### src/rtl/pkg_pll_sup.sv
// Shared types and defaults for the PLL supervisor: state encoding, default
// parameter values and the loss-counter saturation point.
package pkg_pll_sup;

    typedef enum logic [2:0] {
        PLL_RST   = 3'd0,
        WAIT_LOCK = 3'd1,
        STABLE    = 3'd2,
        RUN       = 3'd3,
        FAULT     = 3'd4
    } pll_sup_state_t;

    localparam int unsigned DEF_PLL_RST_CYCLES = 12;
    localparam int unsigned DEF_LOCK_TIMEOUT   = 4800;
    localparam int unsigned DEF_STABLE_CYCLES  = 1200;
    localparam int unsigned DEF_MAX_RETRIES    = 3;

    localparam int unsigned LOSS_CNT_W   = 8;
    localparam logic [7:0]  LOSS_CNT_MAX = 8'd255;

    function automatic int unsigned max3(input int unsigned a, input int unsigned b,
                                         input int unsigned c);
        int unsigned m;
        m = (a > b) ? a : b;
        return (m > c) ? m : c;
    endfunction

endpackage

### src/rtl/mod_sync2.sv
// Generic two-flop synchronizer for single-bit (or independent multi-bit)
// asynchronous inputs; resets to 0.
module mod_sync2 #(
    parameter int unsigned WIDTH = 1
) (
    input  logic             i_clk,
    input  logic             i_rst_n,
    input  logic [WIDTH-1:0] i_d,
    output logic [WIDTH-1:0] o_q
);

    logic [WIDTH-1:0] meta_q;
    logic [WIDTH-1:0] sync_q;

    always_ff @(posedge i_clk or negedge i_rst_n) begin
        if (!i_rst_n) begin
            meta_q <= '0;
            sync_q <= '0;
        end else begin
            meta_q <= i_d;
            sync_q <= meta_q;
        end
    end

    assign o_q = sync_q;

endmodule

### src/rtl/mod_pll_supervisor.sv
// PLL supervisor: sequences PLL RESETB, waits for a stable lock, then releases
// the system reset; retries on timeout and latches a fault after MAX_RETRIES.
module mod_pll_supervisor
    import pkg_pll_sup::*;
#(
    parameter int unsigned PLL_RST_CYCLES = DEF_PLL_RST_CYCLES,
    parameter int unsigned LOCK_TIMEOUT   = DEF_LOCK_TIMEOUT,
    parameter int unsigned STABLE_CYCLES  = DEF_STABLE_CYCLES,
    parameter int unsigned MAX_RETRIES    = DEF_MAX_RETRIES
) (
    input  logic       i_clk,
    input  logic       i_rst_n,
    input  logic       i_pll_locked,
    output logic       o_pll_resetb,
    output logic       o_rst_n,
    output logic       o_ready,
    output logic       o_fault,
    output logic [3:0] o_retry_cnt,
    output logic [7:0] o_loss_cnt
);

    localparam int unsigned CNT_MAX = max3(PLL_RST_CYCLES, LOCK_TIMEOUT, STABLE_CYCLES);
    localparam int unsigned CNT_W   = (CNT_MAX > 1) ? $clog2(CNT_MAX) : 1;

    localparam logic [CNT_W-1:0] RST_LAST    = CNT_W'(PLL_RST_CYCLES - 1);
    localparam logic [CNT_W-1:0] TIMEOUT_LAST = CNT_W'(LOCK_TIMEOUT - 1);
    localparam logic [CNT_W-1:0] STABLE_LAST = CNT_W'(STABLE_CYCLES - 1);
    localparam logic [3:0]       RETRY_LIMIT = 4'(MAX_RETRIES);

    pll_sup_state_t   state_q, state_d;
    logic [CNT_W-1:0] cnt_q, cnt_d;
    logic [3:0]       retry_q, retry_d;
    logic [7:0]       loss_q, loss_d;
    logic             pll_resetb_q, pll_resetb_d;
    logic             rst_n_q, rst_n_d;
    logic             ready_q, ready_d;
    logic             fault_q, fault_d;
    logic             lk;

    mod_sync2 #(
        .WIDTH (1)
    ) u_lock_sync (
        .i_clk   (i_clk),
        .i_rst_n (i_rst_n),
        .i_d     (i_pll_locked),
        .o_q     (lk)
    );

    always_ff @(posedge i_clk or negedge i_rst_n) begin
        if (!i_rst_n) begin
            state_q      <= PLL_RST;
            cnt_q        <= '0;
            retry_q      <= '0;
            loss_q       <= '0;
            pll_resetb_q <= 1'b0;
            rst_n_q      <= 1'b0;
            ready_q      <= 1'b0;
            fault_q      <= 1'b0;
        end else begin
            state_q      <= state_d;
            cnt_q        <= cnt_d;
            retry_q      <= retry_d;
            loss_q       <= loss_d;
            pll_resetb_q <= pll_resetb_d;
            rst_n_q      <= rst_n_d;
            ready_q      <= ready_d;
            fault_q      <= fault_d;
        end
    end

    // Next state, counters, and outputs decoded from the next state so they
    // change on the same edge as the state.
    always_comb begin
        state_d = state_q;
        retry_d = retry_q;
        loss_d  = loss_q;

        case (state_q)
            PLL_RST: begin
                if (cnt_q == RST_LAST) state_d = WAIT_LOCK;
            end
            WAIT_LOCK: begin
                if (lk) begin
                    state_d = STABLE;
                end else if (cnt_q == TIMEOUT_LAST) begin
                    retry_d = retry_q + 4'd1;
                    state_d = (retry_d == RETRY_LIMIT) ? FAULT : PLL_RST;
                end
            end
            STABLE: begin
                if (!lk)                        state_d = WAIT_LOCK;
                else if (cnt_q == STABLE_LAST)  state_d = RUN;
            end
            RUN: begin
                if (!lk) begin
                    state_d = PLL_RST;
                    if (loss_q != LOSS_CNT_MAX) loss_d = loss_q + 8'd1;
                end
            end
            FAULT: begin
                state_d = FAULT;
            end
            default: begin
                state_d = PLL_RST;
            end
        endcase

        // Shared counter restarts on every state change and idles where unused.
        if ((state_d != state_q) || (state_d == RUN) || (state_d == FAULT)) begin
            cnt_d = '0;
        end else begin
            cnt_d = cnt_q + CNT_W'(1);
        end

        pll_resetb_d = (state_d == WAIT_LOCK) || (state_d == STABLE) || (state_d == RUN);
        rst_n_d      = (state_d == RUN);
        ready_d      = (state_d == RUN);
        fault_d      = (state_d == FAULT);
    end

    assign o_pll_resetb = pll_resetb_q;
    assign o_rst_n      = rst_n_q;
    assign o_ready      = ready_q;
    assign o_fault      = fault_q;
    assign o_retry_cnt  = retry_q;
    assign o_loss_cnt   = loss_q;

endmodule

### config.mk
export PLATFORM = sky130hd
export DESIGN_NAME = mod_pll_supervisor
export DESIGN_NICKNAME = d
export VERILOG_FILES = /design/src/rtl/pkg_pll_sup.sv /design/src/rtl/mod_sync2.sv /design/src/rtl/mod_pll_supervisor.sv
export SDC_FILE = /design/constraint.sdc
export NUM_CORES = 1
export LEC_CHECK = 0
export CAP_MARGIN = 30
export CORE_MARGIN = 10
export CORE_UTILIZATION = 54
export DETAILED_ROUTE_END_ITERATION = 7
export PLACE_DENSITY = 0.78
export SYNTH_ARGS = -nofsm -noshare
export SYNTH_HDL_FRONTEND = slang
export SYNTH_SLANG_ARGS = --single-unit
### constraint.sdc
create_clock -name i_clk -period 2.3 [get_ports i_clk]
set_input_delay 0.23 -clock i_clk [delete_from_list [all_inputs] [get_ports i_clk]]
set_output_delay 0.23 -clock i_clk [all_outputs]
set_load 0.02 [all_outputs]
==> impl_metrics.sql, run 1 <==
INSERT INTO impl_metrics (metric_group, metric, value, unit) VALUES
('clock_tree', 'cts_max_path_buffers', '2', ''),
('floorplanning', 'die_width', '74.2', 'um'),
('clock_tree', 'cts_inserted_buffers', '5', ''),
('clock_tree', 'cts_resized', '0', ''),
('worst_setup_path', 'rr_endpoint', 'o_loss_cnt[7]$_DFFE_PN0P_', ''),
('placed_design', 'io_buffer_count', '18', ''),
('sta', 'maxSlewViolCount', '0', ''),
('sta', 'max_clock_freq', '0.481', 'GHz'),
('finish', 'multi_input_comb_area', '732', 'sq um'),
('floorplanning', 'boundaryPins', '19', ''),
('power_and_ir_drop', 'powerDensity', '799', 'nW/um^2'),
('run_status', 'outcome', 'completed', ''),
('yosys', 'synth-adder-area-share', '3.15', '%'),
('worst_setup_path', 'worst-r2r-cell-count', '6', ''),
('yosys', 'synthMuxAreaShare', '1.97', '%'),
('sta', 'finClkSkew', '0.00536', 'ns'),
('floorplanning', 'core-area', '2780', 'sq um'),
('sta', 'min_period_over_period', '90.4', '%'),
('global_routing', 'grt_max_degree', '34', ''),
('clock_tree', 'cts_post_setup_buffers_inserted', '0', ''),
('worst_setup_path', 'worstSetupStartpointType', 'register', ''),
('placed_design', 'pre_cts_slack', '0.283', 'ns'),
('finish', 'layout.cells.most_common', 'sky130_fd_sc_hd__dfrtp_1', ''),
('yosys', 'synthSimpleGateAreaFrac', '23.1', '%'),
('worst_setup_path', 'critPathArrivalTime', '2.35', 'ns'),
('finish', 'filler_cell_count', '228', ''),
('job', 'cap_viol_max_count', '0', ''),
('yosys', 'largest_family_of_logic_cells_by_synthesized_area', 'simple AND/OR/NAND/NOR gates', ''),
('floorplanning', 'chipHeight', '74.2', 'um'),
('drt', 'routedWlPerCell', '15.7', 'um'),
('worst_setup_path', 'worst-r2r-setup-slack', '0.22', 'ns'),
('sta', 'timing_hold_violations_final', '0', ''),
('sta', 'finalCriticalPeriod', '2.08', 'ns'),
('drt', 'wl', '3110', 'um'),
('global_routing', 'globalRouteOverflowTotal', '0', ''),
('clock_tree', 'clock_insertion_delay_worst_skew', '0.34', 'ns'),
('placed_design', 'postPlaceCellArea', '1800', 'sq um'),
('placed_design', 'dp.cells', '190', ''),
('clock_tree', 'ctsHoldBuffers', '0', ''),
('drt', 'detail_route.drc_violations', '0', ''),
('global_routing', 'groute.usage.overall', '12.6', '%'),
('finish', 'area_growth', '17.6', '%'),
('global_routing', 'grt_pass1_wl', '5380', 'um'),
('worst_setup_path', 'crit_fanout', '6', ''),
('clock_tree', 'tritoncts', 'built', ''),
('drt', 'dr_total_vias', '1117', ''),
('sta', 'unrepaired_setup_endpoints_after_global_routing', 'false', ''),
('floorplanning', 'die-area', '5510', 'sq um'),
('yosys', 'netlist-cell-type-count', '36', ''),
('yosys', 'cell_area_after_synthesis', '1590', 'sq um'),
('yosys', 'yosys_warnings', '0', ''),
('global_routing', 'first_global_vias', '1196', ''),
('finish', 'design_area', '1870', 'sq um'),
('finish', 'seqCellArea', '826', 'sq um'),
('drt', 'first_pass_iters', '4', ''),
('clock_tree', 'htree_num_levels', '2', ''),
('worst_setup_path', 'worst_ep_required_time', '2.57', 'ns'),
('yosys', 'synth_sequential_area_ratio', '52.0', '%'),
('drt', 'detailedRoute.firstIterationViolations', '67', ''),
('worst_setup_path', 'kind_of_critical_path', 'register to register', ''),
('hold_path', 'timing.hold.worst.class', 'input pin to asynchronous set/reset pin', ''),
('finish', 'mostFrequentLayoutCells', 'sky130_fd_sc_hd__dfrtp_1, sky130_fd_sc_hd__clkdlybuf4s50_1, sky130_fd_sc_hd__nor2_1', ''),
('finish', 'antennaDiodeCount', '0', ''),
('floorplanning', 'num_rows', '19', ''),
('power_and_ir_drop', 'power.ir.vdd_worst', '797', 'uV'),
('sta', 'timing.setup.tns', '0', 'ns'),
('yosys', 'share_of_the_synthesized_area_in_compound_gates_ao_oa_aoi_oai', '5.12', '%'),
('yosys', 'post_synth_inst_count', '143', ''),
('yosys', 'synth_seq_cells', '33', ''),
('sta', 'fin_ws', '0.222', 'ns'),
('drt', 'post_drt_via_cell_ratio', '5.64', '');
==> synth_stat cells, drive strengths merged <==
cell type / instances / share of area [%]
o21ba: 1 / 0.63
mux2: 1 / 0.71
and4: 2 / 1.3
and2: 2 / 0.79
clkbuf: 1 / 0.24
nand4: 7 / 2.8
mux2i: 2 / 1.3
nor4: 1 / 0.39
nor3b: 2 / 0.94
and3b: 1 / 0.55
o21ai: 3 / 0.94
and3: 5 / 2.0
ha: 4 / 3.1
xnor2: 8 / 4.4
nand4b: 1 / 0.55
nand3: 5 / 1.6
nand2: 11 / 2.6
a311oi: 1 / 0.94
nor3: 1 / 0.31
a211o: 1 / 0.55
a21oi: 1 / 0.31
a32o: 2 / 1.3
nor2: 17 / 4.0
buf: 3 / 1.3
inv: 2 / 0.47
nand2b: 2 / 1.3
dfrtp: 33 / 52
or3: 2 / 0.79
xor2: 15 / 8.3
nor4b: 3 / 2.6
nor2b: 2 / 0.79
o31ai: 1 / 0.47
==> how the worst max path moves through the flow <==
stage	endpoint	cells after the start	startpoint	slack, ns
2_1_floorplan	o_loss_cnt[5]$_DFFE_PN0P_	6	o_loss_cnt[0]$_DFFE_PN0P_	0.39
3_3_place_gp	o_loss_cnt[7]$_DFFE_PN0P_	6	o_loss_cnt[0]$_DFFE_PN0P_	0.42
6_report	o_loss_cnt[7]$_DFFE_PN0P_	6	o_loss_cnt[0]$_DFFE_PN0P_	0.22
4_1_cts	o_loss_cnt[7]$_DFFE_PN0P_	6	o_loss_cnt[0]$_DFFE_PN0P_	0.25
3_5_place_dp	o_loss_cnt[5]$_DFFE_PN0P_	6	o_loss_cnt[0]$_DFFE_PN0P_	0.28
5_1_grt	o_loss_cnt[7]$_DFFE_PN0P_	6	o_loss_cnt[0]$_DFFE_PN0P_	0.05
==> per-stage QoR <==
step	hold WS, ns	utilization [%]
5_1_grt	0.300	67.2
2_1_floorplan	-0.0656	-
4_1_cts	0.286	67.2
3_5_place_dp	0.345	64.7
6_report	0.277	67.2
3_3_place_gp	0.335	64.7
==> cell families after synthesis <==
kind of cell	count (synthesis)
compound gates	10
xor+xnor	23
mux	3
simple gates	64
buf+inv	6
flops	33
fa+ha+maj	4
==> worst max-delay path, cell delays in order (launching register included) <==
cell                       delay, ns
sky130_fd_sc_hd__dfrtp_1        0.45
sky130_fd_sc_hd__ha_1           0.27
sky130_fd_sc_hd__and3_1         0.20
sky130_fd_sc_hd__a311oi_2       0.50
sky130_fd_sc_hd__nand4_1        0.26
sky130_fd_sc_hd__nor2_1         0.18
sky130_fd_sc_hd__xor2_1         0.15
==> power breakdown <==
group / internal [uW] / switching, uW / total, uW
logic: 162 / 185 / 346
clock network: 177 / 202 / 379
registers: 659 / 109 / 768
total: 998 / 496 / 1490
==> flip-flops by register name, indices dropped and copies added (netlist names) <==
| register | flops |
|---|---|
| o_ready | 1 |
| cnt_q | 13 |
| o_retry_cnt | 4 |
| state_q | 3 |
| u_lock_sync.meta_q | 1 |
| o_fault | 1 |
| o_loss_cnt | 8 |
| u_lock_sync.o_q | 1 |
| o_pll_resetb | 1 |
==> area by class of cell <==
type / instances / share of cell area, %
multi-input cells: 104 / 39.2
repair buffers: 20 / 10.4
inverters: 2 / 0.402
clock buffers: 7 / 3.48
well taps: 31 / 2.07
flip-flops and latches: 33 / 44.2
clock inverters: 1 / 0.268
==> per-layer routing <==
layer	share of wire, %	GRT usage, %	vias up
met5	0	0	-
met4	1.2	5.49	0
met3	6.2	6.38	4
met2	50	20.8	25
met1	43	13.3	545
li1	-	-	543
Power figures use the tool's default switching activity.
==> run 2, diff against run 1 <==
--- a/config.mk
+++ b/config.mk
@@ -8,7 +8,9 @@
 export CAP_MARGIN = 30
 export CORE_MARGIN = 10
 export CORE_UTILIZATION = 54
+export CTS_CLUSTER_DIAMETER = 60
 export DETAILED_ROUTE_END_ITERATION = 7
+export HOLD_SLACK_MARGIN = 0.08
 export PLACE_DENSITY = 0.78
 export SYNTH_ARGS = -nofsm -noshare
 export SYNTH_HDL_FRONTEND = slang
==> results of run 2 <==
Same layout as run 1: the final DEF is identical, and so are final timing and power.
==> run 3, diff against run 2 <==
--- a/config.mk
+++ b/config.mk
@@ -9,6 +9,7 @@
 export CORE_MARGIN = 10
 export CORE_UTILIZATION = 54
 export CTS_CLUSTER_DIAMETER = 60
+export CTS_CLUSTER_SIZE = 28
 export DETAILED_ROUTE_END_ITERATION = 7
 export HOLD_SLACK_MARGIN = 0.08
 export PLACE_DENSITY = 0.78
==> results of run 3 <==
Same layout as run 1: the final DEF is identical, and so are final timing and power.
